### config.mk
export PLATFORM = sky130hd
export DESIGN_NAME = fetch_unit
export DESIGN_NICKNAME = d
export VERILOG_FILES = /design/src/rtl/aurora_pkg.sv /design/src/rtl/fetch_queue.sv /design/src/rtl/fetch_unit.sv
export SDC_FILE = /design/constraint.sdc
export NUM_CORES = 1
export LEC_CHECK = 0
export CAP_MARGIN = 20
export CORE_MARGIN = 5
export CORE_UTILIZATION = 48
export DETAILED_ROUTE_END_ITERATION = 7
export GPL_ROUTABILITY_DRIVEN = 0
export MAX_ROUTING_LAYER = met4
export PLACE_DENSITY_LB_ADDON = 0.15
export SLEW_MARGIN = 10
export SYNTH_ARGS = -nofsm -noshare
export SYNTH_HDL_FRONTEND = slang
export SYNTH_SLANG_ARGS = --single-unit
export TNS_END_PERCENT = 50
### constraint.sdc
create_clock -name clk_i -period 8.4 [get_ports clk_i]
set_input_delay 0.84 -clock clk_i [delete_from_list [all_inputs] [get_ports clk_i]]
set_output_delay 0.84 -clock clk_i [all_outputs]
set_load 0.005 [all_outputs]
### src/rtl/aurora_pkg.sv
// Shared Aurora RV64 pipeline types and constants.
// Used by fetch_unit, fetch_queue and the decode-side control_unit.
package aurora_pkg;

    localparam int XLEN = 64;
    localparam logic [31:0] NOP_INSTR = 32'h00000013;

    typedef struct packed {
        logic [XLEN-1:0] pc;
        logic [31:0]     instr;
    } fetch_entry_t;

    localparam logic [6:0] OP_LOAD   = 7'b0000011;
    localparam logic [6:0] OP_IMM    = 7'b0010011;
    localparam logic [6:0] OP_AUIPC  = 7'b0010111;
    localparam logic [6:0] OP_IMM32  = 7'b0011011;
    localparam logic [6:0] OP_STORE  = 7'b0100011;
    localparam logic [6:0] OP_REG    = 7'b0110011;
    localparam logic [6:0] OP_LUI    = 7'b0110111;
    localparam logic [6:0] OP_REG32  = 7'b0111011;
    localparam logic [6:0] OP_BRANCH = 7'b1100011;
    localparam logic [6:0] OP_JALR   = 7'b1100111;
    localparam logic [6:0] OP_JAL    = 7'b1101111;

endpackage

### src/rtl/fetch_queue.sv
// Small circular FIFO holding fetched {pc, instr} entries.
// Clear has priority over push and pop.
module fetch_queue
    import aurora_pkg::*;
#(
    parameter  int DEPTH = 2,
    parameter  int WIDTH = 96,
    localparam int CW    = $clog2(DEPTH + 1),
    localparam int PW    = (DEPTH > 1) ? $clog2(DEPTH) : 1
) (
    input  logic             clk,
    input  logic             rst_n,
    input  logic             push,
    input  logic             pop,
    input  logic             clear,
    input  logic [WIDTH-1:0] din,
    output logic             full,
    output logic             empty,
    output logic [CW-1:0]    count,
    output logic [WIDTH-1:0] head
);

    logic [WIDTH-1:0] mem [DEPTH];
    logic [PW-1:0]    rd_ptr;
    logic [PW-1:0]    wr_ptr;

    function automatic logic [PW-1:0] next_ptr(input logic [PW-1:0] p);
        return (p == PW'(DEPTH - 1)) ? '0 : p + PW'(1);
    endfunction

    assign full  = (count == CW'(DEPTH));
    assign empty = (count == '0);
    assign head  = mem[rd_ptr];

    always_ff @(posedge clk) begin
        if (push && !clear) begin
            mem[wr_ptr] <= din;
        end
    end

    always_ff @(posedge clk or negedge rst_n) begin
        if (!rst_n) begin
            rd_ptr <= '0;
            wr_ptr <= '0;
            count  <= '0;
        end else if (clear) begin
            rd_ptr <= '0;
            wr_ptr <= '0;
            count  <= '0;
        end else begin
            if (push) begin
                wr_ptr <= next_ptr(wr_ptr);
            end
            if (pop) begin
                rd_ptr <= next_ptr(rd_ptr);
            end
            count <= count + CW'(push) - CW'(pop);
        end
    end

endmodule

### src/rtl/fetch_unit.sv
// Aurora RV64 instruction fetch stage: PC, imem requests, 2-entry queue.
// Optional FETCH_PERF_CNT_EN adds fetched/stall performance counters.
module fetch_unit
    import aurora_pkg::*;
#(
    parameter int              XLEN     = 64,
    parameter logic [XLEN-1:0] RESET_PC = '0,
    parameter int              DEPTH    = 2
) (
    input  logic            clk_i,
    input  logic            reset_i,
    output logic            imem_req_valid_o,
    input  logic            imem_req_ready_i,
    output logic [XLEN-1:0] imem_addr_o,
    input  logic            imem_rsp_valid_i,
    input  logic [31:0]     imem_rsp_data_i,
    input  logic            stall_i,
    input  logic            redirect_i,
    input  logic [XLEN-1:0] redirect_pc_i,
    output logic            if_valid_o,
    output logic [31:0]     if_instr_o,
    output logic [XLEN-1:0] if_pc_o
`ifdef FETCH_PERF_CNT_EN
    ,
    output logic [63:0]     perf_fetched_o,
    output logic [63:0]     perf_stall_o
`endif
);

    localparam int CW = $clog2(DEPTH + 1);
    localparam logic [XLEN-1:0] STEP = XLEN'(4);

    logic [XLEN-1:0] pc_q;
    logic [XLEN-1:0] rsp_pc_q;
    logic [CW-1:0]   outst_q;
    logic [CW-1:0]   drop_q;
    logic [CW-1:0]   occ;
    logic [CW:0]     credit_used;
    logic [XLEN-1:0] target;
    logic [XLEN+31:0] head;
    logic            accept;
    logic            push;
    logic            pop;
    logic            full;
    logic            empty;

    assign target = redirect_pc_i & ~XLEN'(3);
    assign push   = imem_rsp_valid_i && (drop_q == '0) && !redirect_i;
    assign pop    = !empty && !stall_i && !redirect_i;

    // An entry leaving the queue this cycle frees its credit immediately.
    assign credit_used = {1'b0, outst_q} + {1'b0, occ} - (CW+1)'(pop);

    assign imem_req_valid_o = reset_i && !redirect_i
                            && (credit_used < (CW+1)'(DEPTH));
    assign accept      = imem_req_valid_o && imem_req_ready_i;
    assign imem_addr_o = pc_q;

    assign if_valid_o = !empty;
    assign if_instr_o = empty ? NOP_INSTR : head[31:0];
    assign if_pc_o    = empty ? '0 : head[XLEN+31:32];

    fetch_queue #(
        .DEPTH(DEPTH),
        .WIDTH(XLEN + 32)
    ) u_queue (
        .clk  (clk_i),
        .rst_n(reset_i),
        .push (push),
        .pop  (pop),
        .clear(redirect_i),
        .din  ({rsp_pc_q, imem_rsp_data_i}),
        .full (full),
        .empty(empty),
        .count(occ),
        .head (head)
    );

    always_ff @(posedge clk_i or negedge reset_i) begin
        if (!reset_i) begin
            pc_q     <= RESET_PC;
            rsp_pc_q <= RESET_PC;
            outst_q  <= '0;
            drop_q   <= '0;
        end else if (redirect_i) begin
            pc_q     <= target;
            rsp_pc_q <= target;
            outst_q  <= outst_q - CW'(imem_rsp_valid_i);
            drop_q   <= outst_q - CW'(imem_rsp_valid_i);
        end else begin
            if (accept) begin
                pc_q <= pc_q + STEP;
            end
            if (push) begin
                rsp_pc_q <= rsp_pc_q + STEP;
            end
            outst_q <= outst_q + CW'(accept) - CW'(imem_rsp_valid_i);
            if (imem_rsp_valid_i && drop_q != '0) begin
                drop_q <= drop_q - CW'(1);
            end
        end
    end

    always @(posedge clk_i) begin
        if (reset_i) begin
            assert (!(push && full))
            else $error("fetch queue overflow");
        end
    end

`ifdef FETCH_PERF_CNT_EN
    always_ff @(posedge clk_i or negedge reset_i) begin
        if (!reset_i) begin
            perf_fetched_o <= '0;
            perf_stall_o   <= '0;
        end else begin
            if (pop) begin
                perf_fetched_o <= perf_fetched_o + 64'd1;
            end
            if (if_valid_o && stall_i) begin
                perf_stall_o <= perf_stall_o + 64'd1;
            end
        end
    end
`endif

endmodule
==> impl_metrics.json <==
{
  "use_met3_pct": 4.01,
  "die_y_um": 186,
  "busiest_layer": "met1",
  "clock_sinks": 320,
  "combPwrFrac_pct": 19.0,
  "period_share_pct": 57.3,
  "holdCritPathClass": "in2async",
  "maxCapViolCount": 0,
  "final_nets": 1639,
  "wl_per_cell_um": 20.2,
  "hold_viol_final": 0,
  "grt_pass1_vias": 10786,
  "clock_skew_ns": 0.00932,
  "final_area_um2": 18900,
  "cts_tree": "done",
  "routed_wl_um": 39400,
  "path_cells": "nor2_4, buf_4, nor3_1, ha_1, inv_1, nand2_1, fa_1, nand4b_1, nor2_1, buf_4, inv_2, buf_4, or4_4, or4_1, nand3_1, o211ai_1",
  "viasPerCell": 5.66,
  "numCtsBuffers": 34,
  "critPathRequiredTime_ns": 8.78,
  "internal_power_uw": 3170,
  "synth_xor_area_share_pct": 4.86,
  "synthDistinctLibCells": 62,
  "yosysWarnings": 0,
  "synth-compound-area-share_pct": 6.46,
  "globalRouteTotalUtil_pct": 23.2,
  "start_util_pct": 48.5,
  "ir_worst_vdd_v": 0.000128,
  "h-tree-depth": 2,
  "seqPwrFrac_pct": 45.3,
  "cp_slowest_cell": "buf_4",
  "fmax_mhz": 208,
  "synth_edf_count": 188,
  "synth_top_cell_by_area": "edfxtp_1",
  "hpwl_um": 27300,
  "dp.cells": 1887,
  "startpoint_type": "flip-flop",
  "crit_type": "reg2reg",
  "maxSlewViolCount": 0,
  "rsz0062_at_grt": "false",
  "cts_resized": 0,
  "drtIter0Drc": 925,
  "rows": 64,
  "synth.avg_cell_area_um2": 11.6,
  "antenna_found_initial": 0,
  "startpoint": "u_queue.count[1]$_DFF_PN0_",
  "final_layout_size_suffix_gt1_share_pct": 7.02,
  "grt_use_met2_pct": 33.0,
  "timing.hold.ws_ns": 0.268,
  "die_w_um": 186,
  "cp-end-kind": "flip-flop",
  "p_leak_uw": 0.00663,
  "synth_area_um2": 14800,
  "switchingPower_uw": 1170,
  "tightestPinTransition_ns": 1.00,
  "async_flop_share_pct": 41.3,
  "synth_fa_ha_area_share_pct": 0.897,
  "r2r_start": "u_queue.count[1]$_DFF_PN0_",
  "yosys.area_share.simple_pct": 16.8,
  "area_growth_pct": 27.8,
  "diodes": 0,
  "finalPower_uw": 4350,
  "worstPathMaxFanout": 95,
  "yosys-top-cells-area": "edfxtp_1 38%, dfrtp_1 22%, mux2i_1 6.5%",
  "ys_ff_latch": 320,
  "ys_seq_area_share_pct": 60.5,
  "core_um2": 30500,
  "port_buffers": 257,
  "fp.dieArea_um2": 34400,
  "route.detailed.drc": 0,
  "clkLatencyLatePin_ns": 0.51,
  "path_common_cell": "buf_4",
  "grt_max_degree": 97,
  "switching_share_pct": 27.0,
  "cts_setup_buffers": 0,
  "synth_top_family_by_area": "simple AND/OR/NAND/NOR gates",
  "outcome": "finished clean",
  "postPlaceCellArea_um2": 17700,
  "powerDensity_nw_per_um2": 230,
  "cts-root-buf": "clkbuf_16",
  "pwr-share-clk_pct": 35.7,
  "drt_pass1_iterations": 5,
  "io-pin-count": 264,
  "synth_top_area_share_pct": 38.2,
  "max_stage_delay_ns": 0.75,
  "clockBufferDepth": 3,
  "yosys-top-cells-count": "188 x edfxtp_1, 144 x nor2_1, 132 x dfrtp_1",
  "period_minus_slack_ns": 4.81,
  "grt_pass1_wl_um": 60900,
  "tns_ns": 0,
  "yosysMostFrequentCell": "edfxtp_1",
  "cts_hold_buf": 0,
  "setup_viol_count_final": 0,
  "slew_headroom_pct": 33.2,
  "fin_cells": 1948,
  "vias": 11019,
  "syn_inst": 1276,
  "cts.clk_slew.worst_paths_ns": 0.06,
  "grt_util_met1_pct": 35.2,
  "critPathArrivalTime_ns": 5.19,
  "grt.overflow.total": 0,
  "synth_mux_area_share_pct": 8.02,
  "ff2ff_path_depth": 16,
  "ys.flop_type": "edfxtp_1",
  "ant_nets": 0
}
[per-stage QoR]
step	worst slack (ns)	util, %
CTS	3.56	62.0
finish	3.59	62.0
floorplan	2.75	-
detailed placement	3.50	58.2
global route	3.31	62.0
global placement	3.53	58.2
[state kept, by name, indices dropped and copies added, names as in the netlist]
name / cells
u_queue.mem: 188
imem_addr_o: 62
rsp_pc_q: 62
u_queue.rd_ptr: 1
u_queue.count: 2
outst_q: 2
drop_q: 2
u_queue.wr_ptr: 1
[cell type report]
cell class,count,area [um2]
Clock buffer,43,916
Timing Repair Buffer,270,2670
Inverter,34,128
Clock inverter,18,236
Sequential cell,320,8950
Tap cell,396,495
Fill cell,2461,11600
Multi-Input combinational cell,867,5510
[final timing paths]
check / end / slack, ns
setup / recovery: imem_addr_o[33]$_DFFE_PN0P_ / 3.59
setup reg to reg: imem_addr_o[33]$_DFFE_PN0P_ / 3.59
min in group clk_i: u_queue.mem[1][48]$_DFFE_PP_ / 0.51
hold reg to reg: u_queue.mem[1][48]$_DFFE_PP_ / 0.51
hold / removal: imem_addr_o[58]$_DFFE_PN0P_ / 0.27
max in group asynchronous: u_queue.rd_ptr$_DFFE_PN0P_ / 6.31
[cell families after synthesis]
| family | after synthesis |
|---|---|
| and+or+nand+nor | 496 |
| DFF | 320 |
| AOI/OAI and AO/OA | 159 |
| muxes | 116 |
| buffers and inverters | 92 |
| xor gates and xnor gates | 82 |
| adders and majority gates | 10 |
| other | 1 |
[layout by cell type (no fill, tap or decap), types with 15 or more instances in the layout]
| cell | Yosys | layout |
|---|---|---|
| clkdlybuf4s50_1 | 0 | 255 |
| edfxtp_1 | 188 | 188 |
| nor2_1 | 144 | 143 |
| dfrtp_1 | 132 | 131 |
| nand2_1 | 121 | 121 |
| mux2i_1 | 96 | 96 |
| nand3_1 | 62 | 62 |
| o21ai_0 | 49 | 49 |
| xnor2_1 | 48 | 48 |
| nand4_1 | 41 | 41 |
| clkbuf_16 | 0 | 35 |
| xor2_1 | 34 | 34 |
| inv_1 | 32 | 32 |
| a21oi_1 | 30 | 30 |
| nor3_1 | 28 | 27 |
| o21ai_1 | 24 | 24 |
| nor4_1 | 22 | 22 |
| and3_1 | 21 | 21 |
| mux2_2 | 20 | 20 |
| o211ai_1 | 19 | 19 |
| buf_4 | 4 | 15 |
[metal layers]
metal	vias up	part of all wire, %
met5	-	0
met4	0	2.1
met3	62	7.8
met2	452	43
met1	5335	47
li1	5170	-
[power by group through the flow]
stage / clock [uW] / combinational, uW / sequential, uW
2_1_floorplan: 0 / 424 / 1940
3_3_place_gp: 0 / 817 / 1990
3_5_place_dp: 0 / 831 / 1990
4_1_cts: 1580 / 837 / 1970
5_1_grt: 1650 / 910 / 1990
6_report: 1550 / 824 / 1970
[critical path: cells and delay by family, from the launching register on]
| family | cells | cell delay, ns |
|---|---|---|
| fa+ha+maj | 2 | 0.84 |
| buf+inv | 5 | 1.62 |
| compound gates | 1 | 0.09 |
| simple gates | 8 | 1.68 |
| flops | 1 | 0.43 |
No activity file was read; power rests on OpenSTA's default activity.
